<file path="config.mk">
export PLATFORM = sky130hd
export DESIGN_NAME = compute_request_arbiter
export DESIGN_NICKNAME = d
export VERILOG_FILES = /design/src/rtl/compute_request_arbiter.sv
export SDC_FILE = /design/constraint.sdc
export NUM_CORES = 1
export LEC_CHECK = 0
export ABC_AREA = 1
export ABC_CLOCK_PERIOD_IN_PS = 4700
export CORE_ASPECT_RATIO = 0.6
export CORE_MARGIN = 4
export CORE_UTILIZATION = 30
export DETAILED_ROUTE_END_ITERATION = 8
export GPL_TIMING_DRIVEN = 1
export PLACE_DENSITY_LB_ADDON = 0.05
export SYNTH_ARGS = -nofsm -noshare
export SYNTH_HDL_FRONTEND = slang
export SYNTH_SLANG_ARGS = --single-unit
</file>
<file path="constraint.sdc">
create_clock -name clk -period 4.7 [get_ports clk]
set_clock_uncertainty 0.2 [all_clocks]
set_input_delay 0.94 -clock clk [delete_from_list [all_inputs] [get_ports clk]]
set_output_delay 0.94 -clock clk [all_outputs]
set_load 0.01 [all_outputs]
</file>
<file path="src/rtl/compute_request_arbiter.sv">
// Round-robin responder that shares one compute unit among NUM_REQ requesters.
// Issues one operation at a time and returns result/timeout status to the winner only.
package accel_pkg;
  typedef enum logic [1:0] {
    COMP_ADD = 2'd0,
    COMP_SUB = 2'd1,
    COMP_MUL = 2'd2,
    COMP_DOT = 2'd3
  } comp_type_e;

  typedef logic [63:0] matrix_t;
  typedef logic [31:0] vector_t;
endpackage

module compute_request_arbiter
  import accel_pkg::*;
#(
  parameter  int NUM_REQ        = 4,
  parameter  int TIMEOUT_CYCLES = 256,
  parameter  int CNT_WIDTH      = 16,
  localparam int GW             = $clog2(NUM_REQ)
) (
  input  logic                 clk,
  input  logic                 rst,
  input  logic [NUM_REQ-1:0]   req_valid,
  input  comp_type_e           req_type [NUM_REQ],
  input  matrix_t              req_data [NUM_REQ],
  output logic [NUM_REQ-1:0]   req_ready,
  output logic [NUM_REQ-1:0]   rsp_valid,
  output logic                 rsp_error,
  output vector_t              rsp_data,
  output logic                 cu_request,
  input  logic                 cu_ready,
  input  logic                 cu_done,
  output comp_type_e           cu_comp_type,
  output matrix_t              cu_data,
  input  vector_t              cu_result,
  output logic                 busy,
  output logic [GW-1:0]        grant_id,
  output logic [CNT_WIDTH-1:0] timeout_count
);

  localparam int CW = $clog2(TIMEOUT_CYCLES);

  typedef enum logic [1:0] {S_IDLE, S_ISSUE, S_WAIT, S_RESP} state_e;

  state_e               state_q, state_d;
  logic [GW-1:0]        ptr_q, grant_q;
  comp_type_e           cu_type_q;
  matrix_t              cu_data_q;
  logic [CW-1:0]        wait_cnt_q;
  vector_t              rsp_data_q;
  logic                 rsp_err_q;
  logic [CNT_WIDTH-1:0] tmo_cnt_q;

  logic                 rr_found;
  logic [GW-1:0]        rr_idx, rr_cand;
  logic [GW:0]          rr_sum;
  logic                 wait_expired;

  // Search ptr, ptr+1, ... wrapping at NUM_REQ; the sum never exceeds 2*NUM_REQ-2.
  // NOTE: every variable assigned in always_comb gets a default first so no latch is inferred.
  always_comb begin
    rr_found = 1'b0;
    rr_idx   = '0;
    rr_sum   = '0;
    rr_cand  = '0;
    for (int i = 0; i < NUM_REQ; i++) begin
      rr_sum = {1'b0, ptr_q} + (GW+1)'(i);
      if (rr_sum >= (GW+1)'(NUM_REQ)) rr_sum = rr_sum - (GW+1)'(NUM_REQ);
      rr_cand = rr_sum[GW-1:0];
      if (!rr_found && req_valid[rr_cand]) begin
        rr_found = 1'b1;
        rr_idx   = rr_cand;
      end
    end
  end

  assign wait_expired = (wait_cnt_q == CW'(TIMEOUT_CYCLES - 1));

  // NOTE: sequential state uses non-blocking assignments only, so all registers update together.
  always_ff @(posedge clk or posedge rst) begin
    if (rst) state_q <= S_IDLE;
    else     state_q <= state_d;
  end

  always_comb begin
    state_d = state_q;
    case (state_q)
      S_IDLE:  if (rr_found) state_d = S_ISSUE;
      S_ISSUE: if (cu_ready) state_d = S_WAIT;
      S_WAIT:  if (cu_done || wait_expired) state_d = S_RESP;
      S_RESP:  state_d = S_IDLE;
      default: state_d = S_IDLE;
    endcase
  end

  always_comb begin
    req_ready  = '0;
    rsp_valid  = '0;
    cu_request = 1'b0;
    case (state_q)
      S_IDLE:  if (rr_found) req_ready[rr_idx] = 1'b1;
      S_ISSUE: cu_request = 1'b1;
      S_RESP:  rsp_valid[grant_q] = 1'b1;
      default: ;
    endcase
  end

  always_ff @(posedge clk or posedge rst) begin
    if (rst) begin
      ptr_q      <= '0;
      grant_q    <= '0;
      cu_type_q  <= COMP_ADD;
      cu_data_q  <= '0;
      wait_cnt_q <= '0;
      rsp_data_q <= '0;
      rsp_err_q  <= 1'b0;
      tmo_cnt_q  <= '0;
    end else begin
      case (state_q)
        S_IDLE: begin
          if (rr_found) begin
            grant_q   <= rr_idx;
            cu_type_q <= req_type[rr_idx];
            cu_data_q <= req_data[rr_idx];
          end
        end
        S_ISSUE: wait_cnt_q <= '0;
        S_WAIT: begin
          wait_cnt_q <= wait_cnt_q + 1'b1;
          // A result arriving on the last allowed cycle still counts as success.
          if (cu_done) begin
            rsp_data_q <= cu_result;
            rsp_err_q  <= 1'b0;
          end else if (wait_expired) begin
            rsp_data_q <= '0;
            rsp_err_q  <= 1'b1;
            if (tmo_cnt_q != '1) tmo_cnt_q <= tmo_cnt_q + 1'b1;
          end
        end
        S_RESP: ptr_q <= (grant_q == GW'(NUM_REQ - 1)) ? '0 : grant_q + 1'b1;
        default: ;
      endcase
    end
  end

  assign busy          = (state_q != S_IDLE);
  assign grant_id      = grant_q;
  assign cu_comp_type  = cu_type_q;
  assign cu_data       = cu_data_q;
  assign rsp_data      = rsp_data_q;
  assign rsp_error     = rsp_err_q;
  assign timeout_count = tmo_cnt_q;

endmodule

</file>
# Yosys cells after proc, flatten, opt, wreduce, memory -nomap -nowiden
# Index checks and enable logic that the tools add are counted.
# totals
ff_bits,129
inputBits,304
word_cells,104
# op_classes
add_sub_neg,10
n_lt_le_gt_ge,13
n_eq_ne,9
n_mux,44
bitwise_logic,2
reduce_logical,17
# ops
op,n
binary-select mux 64 bit (select 2 bit),1
two-way mux 64 bit,2
two-way mux 32 bit,2
two-way mux 2 bit,14
less-than comparator 2 x 3 -> 1 bit (second input constant),6
adder 16 x 1 -> 16 bit (second input constant),1
inequality test 16 bit (second input constant),1
one-hot mux 8 bit (2 select lines),1
two-way mux 1 bit,13
greater-or-equal comparator 3 bit (second input constant),4
two-way mux 4 bit,3
adder 8 x 1 -> 8 bit (second input constant),1
binary-select mux 1 bit (select 2 bit),4
equality test 8 bit (second input constant),1
one-hot mux 2 bit (4 select lines),1
subtractor 2 x 1 -> 2 bit (second input constant),4
adder 2 x 2 -> 3 bit (second input constant),2
equality test 2 bit (second input constant),3
inequality test 2 bit (second input constant),3
nonzero test 2 bit,3
logical AND 1 bit,5
binary-select mux 2 bit (select 2 bit),1
demux 1 bit (select 2 bit),2
greater-or-equal comparator 2 x 1 -> 1 bit (second input constant),2
12 further kinds,15

# Longest topological paths before layout
# Gate-level depths: netlist (run 1).
# depth
ltp_word,20
ltp_mapped,18

# Least setup slack after synthesis (run 1)
# No wires, ideal clock.
# synth_timing
kind,input to output
from,input req_valid[3]
to,output req_ready[0]
arrival_ps,2209
setup_slack_ps,1351
path_stages,11
path_buffers,2
cell_sequence,inv_1 nand2_1 nand3_1 nand2_1 nor2_4 nand3_4 nand3_2 buf_6 buf_4 inv_1 nor3_1
# synth_between
elab_chain_cells,18
word_cells_on_any_way,29
cone_classes,2 x order compare; 20 x mux; 7 x reduce/logical
# synth_rtl
element,line_no,rtl
start: declaration,25,"input logic [NUM_REQ-1:0] req_valid,"
binary-select mux 1 bit (select 2 bit),72,if (!rr_found && req_valid[rr_cand]) begin
two-way mux 1 bit (implied by the code),72,
two-way mux 1 bit,72,
logical NOT 1 bit,72,
logical AND 1 bit,72,
two-way mux 1 bit,72,
logical NOT 1 bit,72,
logical AND 1 bit,72,
[2 not listed],n/a,
logical AND 1 bit,72,
two-way mux 2 bit,72,
less-than comparator 2 x 3 -> 1 bit (implied by the code) or greater-or-equal comparator 2 x 1 -> 1 bit (tied branches),103,S_IDLE: if (rr_found) req_ready[rr_idx] = 1'b1;
logical AND 1 bit (implied by the code),103,
two-way mux 1 bit (implied by the code),103,
demux 1 bit (select 2 bit),103,
two-way mux 4 bit (*),103,
two-way mux 4 bit (*),102,case (state_q)
end: declaration,28,"output logic [NUM_REQ-1:0] req_ready,"
# Every way passes the cells marked *; elsewhere a longest branch is shown, timed or not. The select of a mux whose other input is x is not followed.

# Worst setup path after layout (run 1)
# layout_timing
from,input req_valid[1]
to,output req_ready[3]
# Same word-level chain as after synthesis.

==> results of run 1 <==
-- worst max-delay path by stage --
stage                                  to  cells after the start  slack [ns]    startpoint
after global routing         req_ready[3]                     11        0.31  req_valid[2]
after floorplan           cu_comp_type[0]                      1        0.12           rst
after global placement       req_ready[3]                     11        0.57  req_valid[1]
after detailed placement     req_ready[3]                     11        0.53  req_valid[1]
after CTS                    req_ready[3]                     11        0.52  req_valid[1]
final                        req_ready[3]                     11        0.50  req_valid[1]
-- power groups by stage --
| stage | Clock [mW] | Sequential, mW | Combinational, mW |
|---|---|---|---|
| 5_1_grt | 1.50 | 1.86 | 7.27 |
| 6_report | 1.41 | 1.81 | 6.39 |
| 2_1_floorplan | 0 | 1.97 | 3.98 |
| 3_5_place_dp | 0 | 1.81 | 6.49 |
| 4_1_cts | 1.45 | 1.81 | 6.50 |
| 3_3_place_gp | 0 | 1.80 | 6.47 |
-- metal layers --
layer  global-route usage [%]  wire length (um)  vias to the layer above
li1                         -                 -                     4979
met1                    29.38             15900                     4434
met2                    36.96             16660                      304
met3                    7.517              2576                       37
met4                    5.712               710                        0
met5                        0                 0                        -
-- sequential cells by signal, summed over array words and instances (netlist names) --
| register | count |
|---|---|
| grant_id | 2 |
| state_q | 2 |
| rsp_data | 32 |
| wait_cnt_q | 8 |
| cu_data | 64 |
| timeout_count | 16 |
| rsp_error | 1 |
| ptr_q | 2 |
| cu_comp_type | 2 |
-- stage by stage --
stage / hold WS (ns) / total power [mW] / std cells / utilization (%)
2_1_floorplan: 0.2666 / 5.950 / 1345 / -
3_3_place_gp: 0.2613 / 8.274 / 2073 / 46.87
3_5_place_dp: 0.2636 / 8.299 / 2073 / 46.87
4_1_cts: 0.2786 / 9.752 / 2105 / 49.13
5_1_grt: 0.2906 / 10.63 / 2108 / 49.15
6_report: 0.2745 / 9.614 / 2108 / 49.15
-- worst register-to-register path: cells and delay by family, from the launching register on --
kind | cells | cell delay [ns]
buf+inv | 3 | 1.40
simple gates | 12 | 1.31
flops | 1 | 0.51
-- cells by family after synthesis --
logic type / count (synthesis)
flip-flops: 129
XOR/XNOR: 13
buffers and inverters: 130
adder cells (fa/ha/maj): 10
AO/OA/AOI/OAI: 24
AND/OR/NAND/NOR: 1039
-- cell usage in the layout, fill, tap and decap left out, drive strengths merged, types with 6 or more instances in the layout --
cell type | netlist | layout
clkdlybuf4s50 | 0 | 430
xor2 | 7 | 7
xnor2 | 6 | 6
nor2 | 22 | 22
nand3 | 215 | 215
nand4 | 8 | 8
nor3 | 7 | 7
clkbuf | 34 | 20
buf | 53 | 18
nand2 | 784 | 784
ha | 10 | 10
o21ai | 13 | 13
a21oi | 7 | 7
dfrtp | 129 | 129
inv | 43 | 44
-- area by class of cell --
| type | count | share of cell area [%] |
|---|---|---|
| inverter | 43 | 1.225 |
| antenna | 3 | 0.05526 |
| sequential | 129 | 23.76 |
| multi-input combinational | 1086 | 34.13 |
| clock buffer | 20 | 3.435 |
| clock inverter | 12 | 1.151 |
| timing repair buffer | 448 | 32.86 |
| tap | 367 | 3.380 |
==> run_summary.xml, run 1 <==
<?xml version="1.0" encoding="UTF-8"?>
<metrics>
  <group name="synthesis">
    <metric name="yosysWarningCount" unit="">0</metric>
    <metric name="yosysUniqueCellTypes" unit="">29</metric>
    <metric name="synth_compound_gate_area_share" unit="%">1.618</metric>
    <metric name="synth-edff-count" unit="">0</metric>
    <metric name="post_synth_xor_area_fraction" unit="%">1.351</metric>
    <metric name="synth.top_cell.area_share" unit="%">38.31</metric>
    <metric name="per_instance_average_area_after_synthesis" unit="um2">6.265</metric>
    <metric name="synth_mux_area_share" unit="%">0</metric>
    <metric name="postSynthNetCount" unit="">1659</metric>
    <metric name="synth_top_area_cell" unit="">sky130_fd_sc_hd__dfrtp_1</metric>
    <metric name="dominant_combinational_cell_family_by_area_after_synthesis" unit="">simple AND/OR/NAND/NOR gates</metric>
    <metric name="yosysSeqAreaShare" unit="%">38.31</metric>
    <metric name="synth_simple_gate_area_share" unit="%">50.30</metric>
    <metric name="synth_async_sr_flop_share" unit="%">100.0</metric>
    <metric name="synth_adder_area_share" unit="%">1.485</metric>
    <metric name="netlist_area" unit="um2">8427</metric>
    <metric name="synth.ff_latch_count" unit="">129</metric>
    <metric name="synth.cells.most_frequent" unit="">783 x sky130_fd_sc_hd__nand2_1, 212 x sky130_fd_sc_hd__nand3_1, 129 x sky130_fd_sc_hd__dfrtp_1, 40 x sky130_fd_sc_hd__inv_1, 34 x sky130_fd_sc_hd__clkbuf_1</metric>
    <metric name="ys_top_cells_by_area" unit="">sky130_fd_sc_hd__dfrtp_1 38%, sky130_fd_sc_hd__nand2_1 35%, sky130_fd_sc_hd__nand3_1 13%</metric>
    <metric name="yosys_most_used_dff" unit="">sky130_fd_sc_hd__dfrtp_1</metric>
    <metric name="synthMostInstantiatedCell" unit="">sky130_fd_sc_hd__nand2_1</metric>
    <metric name="number_of_instances_in_the_synthesized_netlist" unit="">1345</metric>
  </group>
  <group name="worst_setup_path">
    <metric name="critical_path.top_delay_family" unit="">buffers and inverters</metric>
    <metric name="worst_r2r_endpoint" unit="">cu_data[55]</metric>
    <metric name="arrival_time_of_the_worst_setup_path" unit="ns">3.06</metric>
    <metric name="critical_path.cell_chain" unit="">clkdlybuf4s50_1 &gt; inv_1 &gt; nand2_1 &gt; nand3_1 &gt; nand2_1 &gt; nor2_4 &gt; nand4_1 &gt; nand3_4 &gt; nand2_1 &gt; a21oi_1 &gt; clkdlybuf4s50_1</metric>
    <metric name="cp_num_buf_inv" unit="">3</metric>
    <metric name="critPathMostFrequentCell" unit="">sky130_fd_sc_hd__nand2_1</metric>
    <metric name="timing.reg2reg.setup_slack" unit="ns">1.23</metric>
    <metric name="worst-endpoint-required" unit="ns">3.56</metric>
    <metric name="reg2regPathDepth" unit="">15</metric>
    <metric name="critPathSlowestCell" unit="">sky130_fd_sc_hd__clkdlybuf4s50_1</metric>
    <metric name="slowest_delay" unit="ns">0.57</metric>
    <metric name="critPathMaxFanout" unit="">5</metric>
    <metric name="critical_path_class" unit="">in -&gt; out</metric>
    <metric name="worstReg2RegStart" unit="">ptr_q[0]</metric>
    <metric name="setup.worst_path.start_class" unit="">input port</metric>
    <metric name="cp_endpoint_kind" unit="">output pin</metric>
  </group>
  <group name="power">
    <metric name="comb_power_share" unit="%">66.5</metric>
    <metric name="clockPowerShare" unit="%">14.7</metric>
    <metric name="power.share.switching" unit="%">50.43</metric>
    <metric name="max-vdd-ir-drop" unit="mV">1.007</metric>
    <metric name="powerDensity" unit="nW/um2">707.7</metric>
    <metric name="seqPwrFrac" unit="%">18.8</metric>
    <metric name="p_sw" unit="mW">4.849</metric>
    <metric name="cellInternalPower" unit="mW">4.765</metric>
    <metric name="p_leak" unit="nW">6.865</metric>
  </group>
  <group name="clock_tree">
    <metric name="cts_num_sinks" unit="">129</metric>
    <metric name="cts_hold_buf" unit="">0</metric>
    <metric name="number_of_buffers_created_by_cts" unit="">17</metric>
    <metric name="ctsHtreeMaxLevel" unit="">4</metric>
    <metric name="cts_root_buffer" unit="">sky130_fd_sc_hd__clkbuf_16</metric>
    <metric name="clock_tree_from_tritoncts" unit="">yes</metric>
    <metric name="post-cts-setup-buffer-count" unit="">0</metric>
    <metric name="clock_tree.buffer_depth" unit="">2</metric>
    <metric name="post_cts_clock_slew_at_the_launch_and_capture_registers_of_the_worst_setup_and_hold_paths" unit="ns">0.05</metric>
    <metric name="clk-insertion-delay-late" unit="ns">0.43</metric>
    <metric name="cts-resized-gates" unit="">0</metric>
  </group>
  <group name="global_routing">
    <metric name="number_of_global_route_vias_before_repair" unit="">9400</metric>
    <metric name="global_route_usage_sum" unit="%">22.71</metric>
    <metric name="grt_max_degree" unit="">133</metric>
    <metric name="gr-total-overflow" unit="">0</metric>
    <metric name="grt_pass1_wl" unit="mm">54.79</metric>
    <metric name="number_of_antenna_violations_at_the_first_check_in_global_routing" unit="">3</metric>
  </group>
  <group name="detailed_routing">
    <metric name="final_antenna_net_count" unit="">0</metric>
    <metric name="drt-vias-per-instance" unit="">4.627</metric>
    <metric name="totalWireLength" unit="mm">35.85</metric>
    <metric name="firstDrtPassIters" unit="">6</metric>
    <metric name="drtIter0Drc" unit="">626</metric>
    <metric name="detail_route.drc_violations" unit="">0</metric>
    <metric name="route.detailed.wl_per_inst" unit="um">17.01</metric>
    <metric name="vias" unit="">9754</metric>
  </group>
  <group name="placement">
    <metric name="placement.io_buffers" unit="">430</metric>
    <metric name="pre_cts_ws" unit="ns">0.5310</metric>
    <metric name="dp_hpwl" unit="mm">26.06</metric>
    <metric name="post_dp_cell_area" unit="um2">12950</metric>
    <metric name="gp_routability_congestion" unit="">0.8829</metric>
  </group>
  <group name="sta">
    <metric name="max_slew.worst_pin.slew" unit="ns">0.9311</metric>
    <metric name="worst_slew_margin_rel" unit="%">37.92</metric>
    <metric name="finalSetupViolations" unit="">0</metric>
    <metric name="finalMaxSlewViolations" unit="">0</metric>
    <metric name="timing.fmax" unit="MHz">237.8</metric>
    <metric name="rsz0062_at_grt" unit="">false</metric>
    <metric name="setup_tns" unit="ns">0</metric>
    <metric name="post-route-worst-setup-slack" unit="ns">0.4953</metric>
    <metric name="final-hold-violation-count" unit="">0</metric>
    <metric name="finalCritPeriodShare" unit="%">89.46</metric>
    <metric name="layout_min_cycle_time" unit="ns">4.205</metric>
  </group>
  <group name="floorplan">
    <metric name="die-area" unit="um2">30920</metric>
    <metric name="initial_util" unit="%">30.49</metric>
    <metric name="dieWidth" unit="um">224.4</metric>
    <metric name="die_y" unit="um">137.8</metric>
    <metric name="fp-row-count" unit="">47</metric>
    <metric name="core_area" unit="um2">27640</metric>
    <metric name="ports_placed_on_the_boundary" unit="">431</metric>
  </group>
  <group name="finish">
    <metric name="fillCellCount" unit="">2807</metric>
    <metric name="layout.area.seq" unit="um2">3228</metric>
    <metric name="final_design_area_no_fill" unit="um2">13590</metric>
    <metric name="design.final.nets" unit="">2039</metric>
    <metric name="drive_gt1_share" unit="%">3.567</metric>
    <metric name="multi_input_comb_area" unit="um2">4637</metric>
    <metric name="area.growth.synth_to_final" unit="%">61.22</metric>
  </group>
  <group name="worst_hold_path">
    <metric name="holdPathEnd" unit="">cu_data[47]</metric>
    <metric name="whs_path_depth" unit="">2</metric>
    <metric name="hold_class" unit="">reg -&gt; reg</metric>
    <metric name="worst_hold_startpoint" unit="">cu_data[47]</metric>
  </group>
  <group name="outcome">
    <metric name="run_status" unit="">completed</metric>
  </group>
  <group name="job">
    <metric name="max_cap_violations" unit="">0</metric>
  </group>
</metrics>
Power figures use the tool's default switching activity.
==> run 2, diff against run 1 <==
Settings changed: HOLD_SLACK_MARGIN from default to 0.06, RECOVER_POWER from default to 100.
==> run_summary.xml, run 2 (synthesized netlist as in run 1, its figures left out) <==
<?xml version="1.0" encoding="UTF-8"?>
<metrics>
  <group name="outcome">
    <metric name="run_status" unit="">finished with violations</metric>
    <metric name="violations" unit="">capacitance limit, slew limit</metric>
  </group>
  <group name="sta">
    <metric name="post-route-worst-setup-slack" unit="ns">0.3088</metric>
    <metric name="final-hold-violation-count" unit="">0</metric>
    <metric name="rsz0062_at_grt" unit="">false</metric>
    <metric name="timing.fmax" unit="MHz">227.7</metric>
    <metric name="finalSetupViolations" unit="">0</metric>
    <metric name="finalMaxSlewViolations" unit="">255</metric>
    <metric name="max_slew.worst_pin.slew" unit="ns">2.816</metric>
    <metric name="setup_tns" unit="ns">0</metric>
    <metric name="finalCritPeriodShare" unit="%">93.43</metric>
    <metric name="layout_min_cycle_time" unit="ns">4.391</metric>
    <metric name="hold-worst-slack" unit="ns">0.2688</metric>
    <metric name="worst_slew_margin_rel" unit="%">-87.70</metric>
  </group>
  <group name="power">
    <metric name="p_total" unit="mW">9.406</metric>
    <metric name="p_leak" unit="nW">7.070</metric>
    <metric name="powerDensity" unit="nW/um2">695.1</metric>
    <metric name="max-vdd-ir-drop" unit="mV">0.9991</metric>
  </group>
  <group name="floorplan">
    <metric name="die_y" unit="um">137.8</metric>
    <metric name="fp-row-count" unit="">47</metric>
    <metric name="die-area" unit="um2">30920</metric>
    <metric name="ports_placed_on_the_boundary" unit="">431</metric>
    <metric name="initial_util" unit="%">30.49</metric>
    <metric name="dieWidth" unit="um">224.4</metric>
    <metric name="core_area" unit="um2">27640</metric>
  </group>
  <group name="worst_setup_path">
    <metric name="critPathMostFrequentCell" unit="">sky130_fd_sc_hd__nand2_1</metric>
    <metric name="slowest_delay" unit="ns">0.62</metric>
    <metric name="cp_endpoint_kind" unit="">output pin</metric>
    <metric name="critPathMaxFanout" unit="">4</metric>
    <metric name="critPathSlowestCell" unit="">sky130_fd_sc_hd__dlygate4sd3_1</metric>
    <metric name="cp_num_buf_inv" unit="">4</metric>
    <metric name="arrival_time_of_the_worst_setup_path" unit="ns">3.25</metric>
    <metric name="critical_path.cell_chain" unit="">clkdlybuf4s50_1 &gt; inv_1 &gt; nand2_1 &gt; nand3_1 &gt; nand2_1 &gt; nor2_1 &gt; nand3_1 &gt; nand2_1 &gt; inv_1 &gt; nand2_1 &gt; nor2_1 &gt; dlygate4sd3_1</metric>
    <metric name="worst-endpoint-required" unit="ns">3.56</metric>
    <metric name="critical_path_class" unit="">in -&gt; out</metric>
    <metric name="critical_path.top_delay_family" unit="">buffers and inverters</metric>
    <metric name="setup.worst_path.start_class" unit="">input port</metric>
  </group>
  <group name="global_routing">
    <metric name="number_of_antenna_violations_at_the_first_check_in_global_routing" unit="">3</metric>
    <metric name="grt_pass1_wl" unit="mm">54.79</metric>
    <metric name="grt_max_degree" unit="">133</metric>
    <metric name="number_of_global_route_vias_before_repair" unit="">9400</metric>
    <metric name="global_route_usage_sum" unit="%">22.71</metric>
    <metric name="gr-total-overflow" unit="">0</metric>
  </group>
  <group name="finish">
    <metric name="design.final.nets" unit="">2039</metric>
    <metric name="finish.utilization" unit="%">48.96</metric>
    <metric name="drive_gt1_share" unit="%">2.992</metric>
    <metric name="area.growth.synth_to_final" unit="%">60.58</metric>
    <metric name="most_common_library_cell_in_the_layout_ignoring_fill_and_taps" unit="">sky130_fd_sc_hd__nand2_1</metric>
    <metric name="final_cell_mix" unit="">783 x sky130_fd_sc_hd__nand2_1, 302 x sky130_fd_sc_hd__clkdlybuf4s50_1, 213 x sky130_fd_sc_hd__nand3_1</metric>
    <metric name="fillCellCount" unit="">2817</metric>
    <metric name="largest_register_ffs" unit="">64</metric>
  </group>
  <group name="job">
    <metric name="max_cap_violations" unit="">4</metric>
  </group>
  <group name="detailed_routing">
    <metric name="detail_route.drc_violations" unit="">0</metric>
    <metric name="totalWireLength" unit="mm">35.85</metric>
    <metric name="firstDrtPassIters" unit="">7</metric>
    <metric name="drt-vias-per-instance" unit="">4.629</metric>
    <metric name="final_antenna_net_count" unit="">0</metric>
    <metric name="route.detailed.wl_per_inst" unit="um">17.00</metric>
    <metric name="vias" unit="">9758</metric>
    <metric name="drtIter0Drc" unit="">634</metric>
  </group>
  <group name="clock_tree">
    <metric name="number_of_buffers_created_by_cts" unit="">17</metric>
    <metric name="clk-insertion-delay-late" unit="ns">0.43</metric>
    <metric name="cts-resized-gates" unit="">0</metric>
    <metric name="cts_hold_buf" unit="">0</metric>
    <metric name="clock_tree_from_tritoncts" unit="">yes</metric>
    <metric name="clock_tree.buffer_depth" unit="">2</metric>
    <metric name="post_cts_clock_slew_at_the_launch_and_capture_registers_of_the_worst_setup_and_hold_paths" unit="ns">0.05</metric>
    <metric name="cts_root_buffer" unit="">sky130_fd_sc_hd__clkbuf_16</metric>
    <metric name="ctsHtreeMaxLevel" unit="">4</metric>
    <metric name="cts_num_sinks" unit="">129</metric>
    <metric name="post-cts-setup-buffer-count" unit="">0</metric>
  </group>
  <group name="placement">
    <metric name="pre_cts_ws" unit="ns">0.5310</metric>
    <metric name="dp_hpwl" unit="mm">26.06</metric>
    <metric name="placement.io_buffers" unit="">430</metric>
    <metric name="gp_routability_congestion" unit="">0.8829</metric>
  </group>
  <group name="worst_hold_path">
    <metric name="hold_class" unit="">reg -&gt; reg</metric>
  </group>
</metrics>
-- run 2: worst min-delay path, delay by kind of cell, from the launching register on --
kind             cells  cell delay [ns]
DFF                  1             0.33
and+or+nand+nor      2             0.11
-- run 2: power breakdown --
part	internal (mW)	switching, mW	total [mW]
clock network	0.877	0.531	1.41
logic	2.17	4.03	6.21
registers	1.55	0.238	1.79
total	4.60	4.80	9.41
-- run 2: cell type report --
class | count | area (um2) | share of cell area (%)
inverter | 43 | 161.4 | 1.193
tap | 367 | 459.2 | 3.393
sequential | 129 | 3228 | 23.86
clock inverter | 12 | 156.4 | 1.156
timing repair buffer | 448 | 4444 | 32.84
antenna | 3 | 7.507 | 0.05548
clock buffer | 20 | 466.7 | 3.449
multi-input combinational | 1086 | 4608 | 34.05
-- run 2: final timing paths --
check	end	from	slack [ns]	cells past startpoint
worst max-delay path	req_ready[2]	req_valid[1]	0.31	12
worst min-delay path	cu_data[48]	cu_data[48]	0.27	2
worst max register to register	cu_data[55]	ptr_q[0]	0.58	15
worst min register to register	cu_data[48]	cu_data[48]	0.27	2
max in group asynchronous	rsp_data[23]	rst	0.88	3
min in group asynchronous	rsp_data[7]	rst	1.75	2
-- run 2: per-layer routing --
| metal | track usage (%) | wire length (um) |
|---|---|---|
| met2 | 36.96 | 16690 |
| met3 | 7.517 | 2567 |
| met4 | 5.712 | 692 |
| met5 | 0 | 0 |
| met1 | 29.38 | 15890 |
-- run 2: stage by stage --
stage / cell area, um2 / cells
6_report: 13530 / 2108
5_1_grt: 13530 / 2108
4_1_cts: 13580 / 2105
3_5_place_dp: 12950 / 2073
3_3_place_gp: 12950 / 2073
2_1_floorplan: 8427 / 1345
==> run 3, diff against run 2 <==
Settings changed: CORE_UTILIZATION 30 to 37.
==> run_summary.xml, run 3 (synthesized netlist as in run 1, its figures left out) <==
<?xml version="1.0" encoding="UTF-8"?>
<metrics>
  <group name="power">
    <metric name="cellInternalPower" unit="mW">4.681</metric>
    <metric name="clockPowerShare" unit="%">15.7</metric>
    <metric name="powerDensity" unit="nW/um2">700.4</metric>
    <metric name="p_total" unit="mW">9.426</metric>
    <metric name="seqPwrFrac" unit="%">19.0</metric>
    <metric name="p_sw" unit="mW">4.745</metric>
    <metric name="power.share.switching" unit="%">50.34</metric>
    <metric name="max-vdd-ir-drop" unit="mV">0.7529</metric>
    <metric name="comb_power_share" unit="%">65.3</metric>
    <metric name="p_leak" unit="nW">7.065</metric>
  </group>
  <group name="detailed_routing">
    <metric name="route.detailed.wl_per_inst" unit="um">16.99</metric>
    <metric name="totalWireLength" unit="mm">34.69</metric>
    <metric name="firstDrtPassIters" unit="">4</metric>
    <metric name="drt-vias-per-instance" unit="">4.846</metric>
    <metric name="detail_route.drc_violations" unit="">0</metric>
    <metric name="vias" unit="">9895</metric>
    <metric name="final_antenna_net_count" unit="">0</metric>
    <metric name="drtIter0Drc" unit="">730</metric>
  </group>
  <group name="clock_tree">
    <metric name="number_of_buffers_created_by_cts" unit="">17</metric>
    <metric name="clock_tree_from_tritoncts" unit="">yes</metric>
    <metric name="clk-insertion-delay-late" unit="ns">0.43</metric>
    <metric name="cts_hold_buf" unit="">0</metric>
    <metric name="cts-resized-gates" unit="">0</metric>
    <metric name="post_cts_clock_slew_at_the_launch_and_capture_registers_of_the_worst_setup_and_hold_paths" unit="ns">0.05</metric>
    <metric name="clock_tree.buffer_depth" unit="">2</metric>
    <metric name="cts_num_sinks" unit="">129</metric>
    <metric name="cts_root_buffer" unit="">sky130_fd_sc_hd__clkbuf_16</metric>
    <metric name="ctsHtreeMaxLevel" unit="">4</metric>
    <metric name="post-cts-setup-buffer-count" unit="">0</metric>
  </group>
  <group name="worst_setup_path">
    <metric name="worst-endpoint-required" unit="ns">3.56</metric>
    <metric name="arrival_time_of_the_worst_setup_path" unit="ns">3.20</metric>
    <metric name="critPathMostFrequentCell" unit="">sky130_fd_sc_hd__nand2_1</metric>
    <metric name="setup.worst_path.start_class" unit="">input port</metric>
    <metric name="critPathMaxFanout" unit="">5</metric>
    <metric name="cp_endpoint_kind" unit="">output pin</metric>
    <metric name="critical_path.cell_chain" unit="">clkdlybuf4s50_1 &gt; inv_1 &gt; nand2_1 &gt; nand3_1 &gt; nand2_1 &gt; nor2_1 &gt; nand3_1 &gt; nand2_2 &gt; inv_2 &gt; nand2_1 &gt; nor2_1 &gt; dlygate4sd3_1</metric>
    <metric name="critical_path_class" unit="">in -&gt; out</metric>
    <metric name="slowest_delay" unit="ns">0.60</metric>
    <metric name="critPathSlowestCell" unit="">sky130_fd_sc_hd__dlygate4sd3_1</metric>
  </group>
  <group name="job">
    <metric name="max_cap_violations" unit="">3</metric>
  </group>
  <group name="floorplan">
    <metric name="core_area" unit="um2">22230</metric>
    <metric name="fp-row-count" unit="">42</metric>
    <metric name="ports_placed_on_the_boundary" unit="">431</metric>
    <metric name="dieWidth" unit="um">202.8</metric>
    <metric name="die_y" unit="um">124.9</metric>
    <metric name="die-area" unit="um2">25330</metric>
    <metric name="initial_util" unit="%">37.91</metric>
  </group>
  <group name="outcome">
    <metric name="violations" unit="">capacitance limit, slew limit</metric>
    <metric name="run_status" unit="">finished with violations</metric>
  </group>
  <group name="finish">
    <metric name="largest_register_ffs" unit="">64</metric>
    <metric name="finish.utilization" unit="%">60.55</metric>
    <metric name="fillCellCount" unit="">2123</metric>
    <metric name="drive_gt1_share" unit="%">2.941</metric>
    <metric name="final_cell_mix" unit="">782 x sky130_fd_sc_hd__nand2_1, 305 x sky130_fd_sc_hd__clkdlybuf4s50_1, 214 x sky130_fd_sc_hd__nand3_1</metric>
    <metric name="num_antenna_cells" unit="">0</metric>
    <metric name="area.growth.synth_to_final" unit="%">59.72</metric>
    <metric name="most_common_library_cell_in_the_layout_ignoring_fill_and_taps" unit="">sky130_fd_sc_hd__nand2_1</metric>
    <metric name="design.final.nets" unit="">2035</metric>
  </group>
  <group name="placement">
    <metric name="dp_hpwl" unit="mm">25.21</metric>
    <metric name="gp_routability_congestion" unit="">0.9286</metric>
    <metric name="pre_cts_ws" unit="ns">0.5506</metric>
    <metric name="placement.io_buffers" unit="">430</metric>
  </group>
  <group name="global_routing">
    <metric name="grt_max_degree" unit="">133</metric>
    <metric name="number_of_antenna_violations_at_the_first_check_in_global_routing" unit="">1</metric>
    <metric name="gr-total-overflow" unit="">0</metric>
    <metric name="global_route_usage_sum" unit="%">26.63</metric>
    <metric name="number_of_global_route_vias_before_repair" unit="">9539</metric>
    <metric name="grt_pass1_wl" unit="mm">54.12</metric>
  </group>
  <group name="sta">
    <metric name="post-route-worst-setup-slack" unit="ns">0.3634</metric>
    <metric name="rsz0062_at_grt" unit="">false</metric>
    <metric name="setup_tns" unit="ns">0</metric>
    <metric name="finalSetupViolations" unit="">0</metric>
    <metric name="final-hold-violation-count" unit="">0</metric>
    <metric name="finalMaxSlewViolations" unit="">199</metric>
    <metric name="layout_min_cycle_time" unit="ns">4.337</metric>
    <metric name="timing.fmax" unit="MHz">230.6</metric>
    <metric name="worst_slew_margin_rel" unit="%">-33.29</metric>
    <metric name="max_slew.worst_pin.slew" unit="ns">1.999</metric>
    <metric name="finalCritPeriodShare" unit="%">92.27</metric>
  </group>
  <group name="worst_hold_path">
    <metric name="hold_class" unit="">reg -&gt; reg</metric>
  </group>
</metrics>
## run 3: layout make-up
cell class | instances | area (um2) | share of cell area, %
multi-input cells | 1086 | 4598 | 34.16
repair buffers | 444 | 4431 | 32.92
flip-flops and latches | 129 | 3228 | 23.98
clock buffers | 18 | 439.2 | 3.263
well taps | 308 | 385.4 | 2.863
clock inverters | 14 | 212.7 | 1.580
inverters | 43 | 165.2 | 1.227
## run 3: per-layer routing
layer	routed length (um)	up-vias	share of wire [%]	track usage, %
li1	-	4980	-	-
met1	14800	4519	43	34.39
met2	16080	347	46	42.99
met3	3037	47	8.8	9.029
met4	762	2	2.2	6.821
met5	13	-	0.037	0
## run 3: worst paths after layout
path                         startpoint      endpoint  slack, ns  cells past startpoint
setup reg to reg             state_q[0]     rsp_error       0.54                      5
hold / removal              cu_data[62]   cu_data[62]       0.27                      2
max in group asynchronous           rst   cu_data[53]       1.08                      3
hold reg to reg             cu_data[62]   cu_data[62]       0.27                      2
min in group asynchronous           rst  rsp_data[29]       1.37                      2
setup / recovery           req_valid[0]  req_ready[2]       0.36                     12
## run 3: power by group through the flow
stage               registers (mW)  logic, mW  clock network, mW
floorplan                     1.97       3.98                  0
global placement              1.81       6.32                  0
detailed placement            1.82       6.36                  0
CTS                           1.81       6.38               1.50
global route                  1.85       6.95               1.56
finish                        1.79       6.15               1.48
## run 3: critical path, delay by kind of cell
family,cells,cell delay (ns)
buf+inv,4,1.22
simple gates,8,1.03
## run 3: metrics by stage
stage / hold WS (ns) / instances / area (um2)
floorplan: 0.2666 / 1345 / 8427
global placement: 0.2613 / 2010 / 12860
detailed placement: 0.2638 / 2010 / 12860
CTS: 0.2807 / 2042 / 13520
global route: 0.2922 / 2042 / 13460
finish: 0.2699 / 2042 / 13460
